===== src/rtl/ir_nec_pkg.sv =====
// NEC infrared protocol constants shared by ir_decoder and ir_encoder:
// nominal durations, inclusive acceptance windows (microseconds) and FSM states.
package ir_nec_pkg;

  localparam int FRAME_BITS = 32;
  localparam int DUR_W      = 14;
  localparam logic [DUR_W-1:0] DUR_MAX = '1;

  localparam int LEAD_MARK_US  = 9000;
  localparam int LEAD_SPACE_US = 4500;
  localparam int REP_SPACE_US  = 2250;
  localparam int BIT_MARK_US   = 560;
  localparam int ZERO_SPACE_US = 560;
  localparam int ONE_SPACE_US  = 1690;

  localparam int LEAD_MARK_MIN  = 8000;
  localparam int LEAD_MARK_MAX  = 10000;
  localparam int LEAD_SPACE_MIN = 4000;
  localparam int LEAD_SPACE_MAX = 5000;
  localparam int REP_SPACE_MIN  = 2000;
  localparam int REP_SPACE_MAX  = 2500;
  localparam int BIT_MARK_MIN   = 400;
  localparam int BIT_MARK_MAX   = 720;
  localparam int ZERO_SPACE_MIN = 400;
  localparam int ZERO_SPACE_MAX = 720;
  localparam int ONE_SPACE_MIN  = 1400;
  localparam int ONE_SPACE_MAX  = 1900;

  typedef enum logic [2:0] {
    ST_IDLE,
    ST_LEAD_MARK,
    ST_LEAD_SPACE,
    ST_BIT_MARK,
    ST_BIT_SPACE,
    ST_STOP_MARK,
    ST_REP_MARK
  } ir_state_e;

  function automatic logic in_window(input logic [DUR_W-1:0] dur, input int lo, input int hi);
    return (int'(dur) >= lo) && (int'(dur) <= hi);
  endfunction

  function automatic logic exceeds(input logic [DUR_W-1:0] dur, input int hi);
    return int'(dur) > hi;
  endfunction

endpackage


===== src/rtl/ir_decoder_if.sv =====
// Consumer-side bundle of ir_decoder: decoded word with valid/ready plus side pulses.
interface ir_decoder_if;
  logic [31:0] cmd;
  logic        valid;
  logic        ready;
  logic        rpt;
  logic        err;
  logic        overrun;

  modport master (output cmd, valid, rpt, err, overrun, input ready);
  modport slave  (input cmd, valid, rpt, err, overrun, output ready);
endinterface


===== src/rtl/ir_pulse_timer.sv =====
// Synchronizes the raw receiver line, flags mark start/end edges one cycle late
// and measures the time since the previous edge in microseconds.
module ir_pulse_timer
  import ir_nec_pkg::*;
#(
  parameter int CLK_HZ     = 25_000_000,
  parameter bit ACTIVE_LOW = 1'b1
) (
  input  logic             clk,
  input  logic             rst,
  input  logic             ir_in,
  output logic             mark_start,
  output logic             mark_end,
  output logic             level,
  output logic [DUR_W-1:0] dur_us
);

  localparam int   DIV      = (CLK_HZ >= 2_000_000) ? CLK_HZ / 1_000_000 : 1;
  localparam int   PW       = (DIV > 1) ? $clog2(DIV) : 1;
  localparam logic IDLE_RAW = ACTIVE_LOW;

  logic [1:0]       sync_q;
  logic             lvl_q;
  logic             start_q;
  logic             end_q;
  logic [PW-1:0]    pre_q;
  logic [DUR_W-1:0] dur_q;
  logic             mark_now;
  logic             tick;

  assign mark_now = sync_q[1] ^ ACTIVE_LOW;
  assign tick     = (pre_q == PW'(DIV - 1));

  // NOTE: every register here is sequential state, so all updates use <= and
  // each one sees the pre-edge value of the others (the edge detector relies on it).
  always_ff @(posedge clk) begin
    if (rst) begin
      sync_q  <= {2{IDLE_RAW}};
      lvl_q   <= 1'b0;
      start_q <= 1'b0;
      end_q   <= 1'b0;
      pre_q   <= '0;
      dur_q   <= '0;
    end else begin
      sync_q  <= {sync_q[0], ir_in};
      lvl_q   <= mark_now;
      start_q <= mark_now & ~lvl_q;
      end_q   <= ~mark_now & lvl_q;
      pre_q   <= tick ? '0 : pre_q + 1'b1;
      // Restart on the registered edge so dur_q still holds the full length while the pulse is up.
      if (start_q | end_q)
        dur_q <= tick ? DUR_W'(1) : '0;
      else if (tick && dur_q != DUR_MAX)
        dur_q <= dur_q + 1'b1;
    end
  end

  assign mark_start = start_q;
  assign mark_end   = end_q;
  assign level      = lvl_q;
  assign dur_us     = dur_q;

endmodule


===== src/rtl/ir_decoder.sv =====
// NEC infrared frame decoder: times marks/spaces, assembles the 32-bit word
// LSB-first and hands it over with valid/ready plus repeat/error/overrun pulses.
module ir_decoder
  import ir_nec_pkg::*;
#(
  parameter int CLK_HZ     = 25_000_000,
  parameter bit ACTIVE_LOW = 1'b1,
  parameter bit CHECK_INV  = 1'b1
) (
  input  logic         clk,
  input  logic         rst,
  input  logic         ir_in,
  ir_decoder_if.master bus
);

  localparam int CNT_W = $clog2(FRAME_BITS);

  logic             mark_start;
  logic             mark_end;
  logic             level;
  logic [DUR_W-1:0] dur_us;

  ir_pulse_timer #(
    .CLK_HZ     (CLK_HZ),
    .ACTIVE_LOW (ACTIVE_LOW)
  ) u_timer (
    .clk        (clk),
    .rst        (rst),
    .ir_in      (ir_in),
    .mark_start (mark_start),
    .mark_end   (mark_end),
    .level      (level),
    .dur_us     (dur_us)
  );

  ir_state_e        state_q;
  logic [31:0]      sr_q;
  logic [CNT_W-1:0] bit_cnt_q;
  logic             last_ok_q;
  logic [31:0]      cmd_q;
  logic             valid_q;
  logic             rpt_q;
  logic             err_q;
  logic             ovr_q;
  logic             inv_ok;
  logic             bad_dur;

  assign inv_ok = !CHECK_INV || (sr_q[31:24] == ~sr_q[23:16]);

  // A measured phase outside its window, or a phase still running past its maximum.
  // NOTE: bad_dur gets a default before the case so no path leaves it unassigned (no latch).
  always_comb begin
    bad_dur = 1'b0;
    case (state_q)
      ST_LEAD_MARK:  bad_dur = mark_end ? !in_window(dur_us, LEAD_MARK_MIN, LEAD_MARK_MAX)
                                        : (level && exceeds(dur_us, LEAD_MARK_MAX));
      ST_LEAD_SPACE: bad_dur = mark_start ? !(in_window(dur_us, LEAD_SPACE_MIN, LEAD_SPACE_MAX) ||
                                              in_window(dur_us, REP_SPACE_MIN, REP_SPACE_MAX))
                                          : (!level && exceeds(dur_us, LEAD_SPACE_MAX));
      ST_BIT_SPACE:  bad_dur = mark_start ? !(in_window(dur_us, ZERO_SPACE_MIN, ZERO_SPACE_MAX) ||
                                              in_window(dur_us, ONE_SPACE_MIN, ONE_SPACE_MAX))
                                          : (!level && exceeds(dur_us, ONE_SPACE_MAX));
      ST_STOP_MARK:  bad_dur = mark_end ? (!in_window(dur_us, BIT_MARK_MIN, BIT_MARK_MAX) || !inv_ok)
                                        : (level && exceeds(dur_us, BIT_MARK_MAX));
      ST_BIT_MARK,
      ST_REP_MARK:   bad_dur = mark_end ? !in_window(dur_us, BIT_MARK_MIN, BIT_MARK_MAX)
                                        : (level && exceeds(dur_us, BIT_MARK_MAX));
      default:       bad_dur = 1'b0;
    endcase
  end

  always_ff @(posedge clk) begin
    if (rst) begin
      state_q   <= ST_IDLE;
      sr_q      <= '0;
      bit_cnt_q <= '0;
      last_ok_q <= 1'b0;
      cmd_q     <= '0;
      valid_q   <= 1'b0;
      rpt_q     <= 1'b0;
      err_q     <= 1'b0;
      ovr_q     <= 1'b0;
    end else begin
      rpt_q <= 1'b0;
      err_q <= 1'b0;
      ovr_q <= 1'b0;
      if (valid_q && bus.ready)
        valid_q <= 1'b0;

      if (bad_dur) begin
        err_q     <= 1'b1;
        last_ok_q <= 1'b0;
        state_q   <= ST_IDLE;
      end else begin
        unique case (state_q)
          ST_IDLE:       if (mark_start) state_q <= ST_LEAD_MARK;
          ST_LEAD_MARK:  if (mark_end)   state_q <= ST_LEAD_SPACE;
          ST_LEAD_SPACE: if (mark_start) begin
            if (in_window(dur_us, LEAD_SPACE_MIN, LEAD_SPACE_MAX)) begin
              bit_cnt_q <= '0;
              state_q   <= ST_BIT_MARK;
            end else begin
              state_q   <= ST_REP_MARK;
            end
          end
          ST_BIT_MARK:   if (mark_end)   state_q <= ST_BIT_SPACE;
          ST_BIT_SPACE:  if (mark_start) begin
            sr_q      <= {in_window(dur_us, ONE_SPACE_MIN, ONE_SPACE_MAX), sr_q[31:1]};
            bit_cnt_q <= bit_cnt_q + 1'b1;
            state_q   <= (bit_cnt_q == CNT_W'(FRAME_BITS - 1)) ? ST_STOP_MARK : ST_BIT_MARK;
          end
          ST_STOP_MARK:  if (mark_end) begin
            state_q   <= ST_IDLE;
            last_ok_q <= 1'b1;
            // A held word is only replaced when the consumer takes it this very cycle.
            if (!valid_q || bus.ready) begin
              cmd_q   <= sr_q;
              valid_q <= 1'b1;
            end else begin
              ovr_q   <= 1'b1;
            end
          end
          ST_REP_MARK:   if (mark_end) begin
            rpt_q   <= last_ok_q;
            state_q <= ST_IDLE;
          end
          default:       state_q <= ST_IDLE;
        endcase
      end
    end
  end

  assign bus.cmd     = cmd_q;
  assign bus.valid   = valid_q;
  assign bus.rpt     = rpt_q;
  assign bus.err     = err_q;
  assign bus.overrun = ovr_q;

endmodule


===== src/flat_wrapper.sv =====
// flat-port wrapper written by rule: the top's interface ports become plain ports
module ir_decoder_flat import ir_nec_pkg::*;
#(
  parameter int CLK_HZ     = 25_000_000,
  parameter bit ACTIVE_LOW = 1'b1,
  parameter bit CHECK_INV  = 1'b1
)
  (clk, rst, ir_in, bus_cmd, bus_valid, bus_rpt, bus_err, bus_overrun, bus_ready);
  ir_decoder_if bus_i ();
  input  logic clk;
  input  logic rst;
  input  logic ir_in;
  output wire logic [$bits(bus_i.cmd)-1:0] bus_cmd;
  output wire logic [$bits(bus_i.valid)-1:0] bus_valid;
  output wire logic [$bits(bus_i.rpt)-1:0] bus_rpt;
  output wire logic [$bits(bus_i.err)-1:0] bus_err;
  output wire logic [$bits(bus_i.overrun)-1:0] bus_overrun;
  input wire logic [$bits(bus_i.ready)-1:0] bus_ready;
  assign bus_cmd = bus_i.cmd;
  assign bus_valid = bus_i.valid;
  assign bus_rpt = bus_i.rpt;
  assign bus_err = bus_i.err;
  assign bus_overrun = bus_i.overrun;
  assign bus_i.ready = bus_ready;
  ir_decoder #(.CLK_HZ(CLK_HZ), .ACTIVE_LOW(ACTIVE_LOW), .CHECK_INV(CHECK_INV)) u_core (.clk(clk), .rst(rst), .ir_in(ir_in), .bus(bus_i));
endmodule

===== config.mk =====
export PLATFORM = sky130hd
export DESIGN_NAME = ir_decoder_flat
export DESIGN_NICKNAME = d
export VERILOG_FILES = /design/src/rtl/ir_nec_pkg.sv /design/src/rtl/ir_decoder_if.sv /design/src/rtl/ir_pulse_timer.sv /design/src/rtl/ir_decoder.sv /design/src/flat_wrapper.sv
export SDC_FILE = /design/constraint.sdc
export NUM_CORES = 1
export LEC_CHECK = 0
export ABC_CLOCK_PERIOD_IN_PS = 3150
export CORE_ASPECT_RATIO = 1.25
export CORE_MARGIN = 1.5
export CORE_UTILIZATION = 26
export CTS_CLUSTER_DIAMETER = 40
export DETAILED_ROUTE_END_ITERATION = 6
export PLACE_DENSITY = 0.43
export RECOVER_POWER = 100
export SETUP_SLACK_MARGIN = 0.02
export SLEW_MARGIN = 20
export SYNTH_ARGS = -nofsm -noshare
export SYNTH_HDL_FRONTEND = slang
export SYNTH_HIERARCHICAL = 1
export SYNTH_SLANG_ARGS = --single-unit

===== constraint.sdc =====
create_clock -name clk -period 3.15 [get_ports clk]
set_clock_uncertainty 0.05 [all_clocks]
set_input_delay 0.63 -clock clk [delete_from_list [all_inputs] [get_ports clk]]
set_output_delay 0.63 -clock clk [all_outputs]
set_load 0.01 [all_outputs]

==> flow_summary_export.csv <==
group,metric,value,unit
status,status,"complete, no violations",
placement,dp.final_hpwl,7340,um
global_routing,grt.busiest_layer,"met2",
drt,drt_first_iter_violations,189,
drt,dr.pass1.iters,4,
clocking,clkTransAtPathRegs,0.08,ns
power_and_ir_drop,powerDensity,463,mW/mm^2
power_and_ir_drop,vdd_drop_max,210,uV
drt,vias_per_cell,4.89,
timing,finalSetupViolCount,0,
setup_path,path_cells,"o41a_1 -> o2111a_1 -> o311a_1 -> a211o_1 -> clkbuf_2 -> nand2_1 -> a21oi_1",
global_routing,grt_max_degree,54,
min_path,hold_class,"register to register",
power_and_ir_drop,p_leak,1.87,nW
finish,antenna_cells,0,
clocking,post_cts_buffers,0,
floorplanning,start_util,26.6,%
logic_synthesis,syn_inst,522,
clocking,holdBufCountCts,0,
drt,vias,3778,
finish,final_nets,557,
timing,post-route-period-util,90.7,%
placement,routabilityCongestion,0.790,
timing,finalCriticalPeriod,2.86,ns
setup_path,arrival,3.01,ns
floorplanning,io_pins,40,
timing,rsz0062_at_grt,"false",
finish,seqCellArea,0.00202,sq mm
logic_synthesis,synth_edf_count,0,
drt,wire_per_inst,14.3,um
setup_path,critPathMaxFanout,27,
setup_path,crit_path_end_kind,"register",
logic_synthesis,post_synth_num_cell_types,58,
logic_synthesis,yosys_warnings,6,
clocking,clkSinkCount,101,
global_routing,globalRouteMet3Util,2.90,%
setup_path,cp-start-kind,"register",
finish,area_growth,18.0,%
global_routing,antenna_found_initial,0,
global_routing,gr-usage-met1,15.6,%
clocking,root_buffer,"clkbuf_16",
global_routing,track_usage,13.1,%
logic_synthesis,syn-num-nets,531,
timing,holdWs,0.372,ns
drt,antenna_left,0,
global_routing,grt_pass1_wl,18900,um
floorplanning,die_width,121,um
global_routing,gr-usage-met2,22.3,%
finish,multiInputGateArea,0.00222,sq mm
floorplanning,num_rows,53,
timing,slew_headroom,31.7,%
clocking,cts.path.max_buffers,2,
placement,port_buffers,39,
global_routing,overflow,0,
job,cap_violations,0,
setup_path,crit_type,"register to register",
global_routing,first_global_vias,3703,
timing,hold_violations,0,
floorplanning,die_area,0.0181,sq mm
floorplanning,die_h,150,um
logic_synthesis,async_flop_share,0,%
logic_synthesis,avgSynthCellArea,8.60,sq um
clocking,clock_latency,0.35,ns
timing,max_freq,350,MHz
drt,drc_errors,0,
setup_path,slowest_delay,0.46,ns
clocking,cts_htree_levels,3,
setup_path,cp_top_family,"compound AO/OA/AOI/OAI gates",
logic_synthesis,syn-cell-area,0.00449,sq mm
timing,worst_pin_slew,1.02,ns
drt,drt_wl_total,11000,um
setup_path,crit_buf_inv,1,
finish,num-fill-cells,1783,
setup_path,crit_slowest_cell,"o41a_1",
clocking,cts_tree,"done",
timing,tns,0,ns
logic_synthesis,synth_ff_type,"dfxtp_1",
logic_synthesis,synth-seq-area-share,45.1,%
floorplanning,coreArea,0.0168,sq mm
clocking,cts_buffers,9,
clocking,cts_resized,0,
setup_path,crit_required,3.30,ns
finish,drive_gt1_share,5.79,%
timing,slew_violations,0,
logic_synthesis,ys_seq_elements,101,
path summary, 6_finish.rpt:
check,to,slack [ns],cells past startpoint,from
setup / recovery,u_core/sr_q[17],0.29,7,u_core/u_timer/dur_us[0]
hold / removal,u_core/u_timer/sync_q[1],0.37,1,u_core/u_timer/sync_q[0]
setup reg to reg,u_core/sr_q[17],0.29,7,u_core/u_timer/dur_us[0]
hold reg to reg,u_core/u_timer/sync_q[1],0.37,1,u_core/u_timer/sync_q[0]
through the flow:
stage	worst slack [ns]	instance area [sq um]	cells	utilization (%)	power, mW
floorplan	0.665	4490	522	-	1.36
global placement	0.236	5060	757	30.0	1.38
detailed placement	0.283	5060	757	30.0	1.38
CTS	0.270	5350	773	31.8	2.50
global route	0.0404	5300	773	31.4	2.57
finish	0.294	5300	773	31.4	2.45
power breakdown:
group          leakage (nW)  internal [mW]  switching [mW]
clock network         0.143          0.559           0.547
logic                 0.911         0.0174          0.0361
registers             0.814           1.28         0.00936
layer usage:
metal | up-vias | wire length [um]
met2 | 68 | 5440
li1 | 1910 | -
met4 | 0 | 226
met1 | 1783 | 4940
met3 | 17 | 406
met5 | - | 0
sequential cells by signal, indices dropped and copies added, names as in the netlist:
register / count
u_core/bit_cnt_q: 5
u_core/u_timer/level: 1
u_core/bus.overrun: 1
u_core/bus.err: 1
u_core/state_q: 3
u_core/u_timer/mark_end: 1
u_core/bus.rpt: 1
u_core/bus.valid: 1
u_core/u_timer/mark_start: 1
u_core/u_timer/dur_us: 14
u_core/u_timer/pre_q: 5
u_core/sr_q: 32
u_core/u_timer/sync_q: 2
u_core/last_ok_q: 1
u_core/bus.cmd: 32
placed cells by master, fill, tap and decap left out, types with 5 or more instances in the layout:
cell type / netlist / routed
a21oi_1: 55 / 55
nor2_1: 55 / 55
or3_1: 15 / 15
o21ai_0: 11 / 12
dlygate4sd3_1: 0 / 36
inv_1: 12 / 12
clkbuf_16: 0 / 9
nor3_1: 5 / 5
ha_1: 5 / 5
dfxtp_1: 101 / 101
nor4_1: 6 / 6
a31oi_1: 5 / 5
nand4_1: 10 / 10
nand3_1: 10 / 10
mux2i_1: 32 / 32
nand2_1: 84 / 84
xor2_1: 10 / 10
nand2b_1: 7 / 7
nand3b_1: 5 / 5
cells by family (layout without fill, tap and decap cells):
family                     count (synthesis)  in the layout  share of synthesized area (%)
adders and majority gates                  5              5                           1.39
and+or+nand+nor                          218            218                           23.3
muxes                                     34             34                           7.64
AOI/OAI and AO/OA                        110            110                           15.9
DFF                                      101            101                           45.1
buffers and inverters                     43             74                           4.52
xor gates and xnor gates                  11             11                           2.15
layout make-up:
type                    count  area share, %
inverters                  12          0.850
repair buffers             46           8.27
clock buffers               9           4.25
well taps                 220           5.20
clock inverters             7           1.30
flip-flops and latches    101           38.2
multi-input cells         378           42.0
synthesized netlist by cell type, drive strengths merged (2+ instances only):
| master | instances | share of area [%] |
|---|---|---|
| or3 | 15 | 2.1 |
| and2 | 3 | 0.42 |
| a22o | 2 | 0.39 |
| o41ai | 3 | 0.75 |
| and3 | 3 | 0.42 |
| or2 | 4 | 0.56 |
| nand4 | 11 | 1.7 |
| and4 | 2 | 0.39 |
| a31oi | 5 | 0.70 |
| o31ai | 4 | 0.67 |
| a211oi | 2 | 0.33 |
| mux2i | 32 | 7.1 |
| a21oi | 55 | 6.1 |
| o41a | 2 | 0.50 |
| dfxtp | 101 | 45 |
| nor2 | 55 | 4.6 |
| ha | 5 | 1.4 |
| o211ai | 2 | 0.45 |
| nand3b | 5 | 0.84 |
| inv | 12 | 1.0 |
| o311ai | 2 | 0.56 |
| nor3 | 5 | 0.56 |
| o21ai | 16 | 1.8 |
| nand2b | 7 | 0.98 |
| nand2 | 84 | 7.0 |
| clkbuf | 19 | 1.6 |
| or4 | 3 | 0.50 |
| nor4 | 6 | 0.84 |
| nand3 | 10 | 1.1 |
| a211o | 2 | 0.39 |
| a2111oi | 2 | 0.39 |
| o2111ai | 3 | 0.72 |
| o311a | 3 | 0.67 |
| xor2 | 10 | 2.0 |
| mux2 | 2 | 0.50 |
| buf | 12 | 1.9 |
No activity file was read; power rests on OpenSTA's default activity.
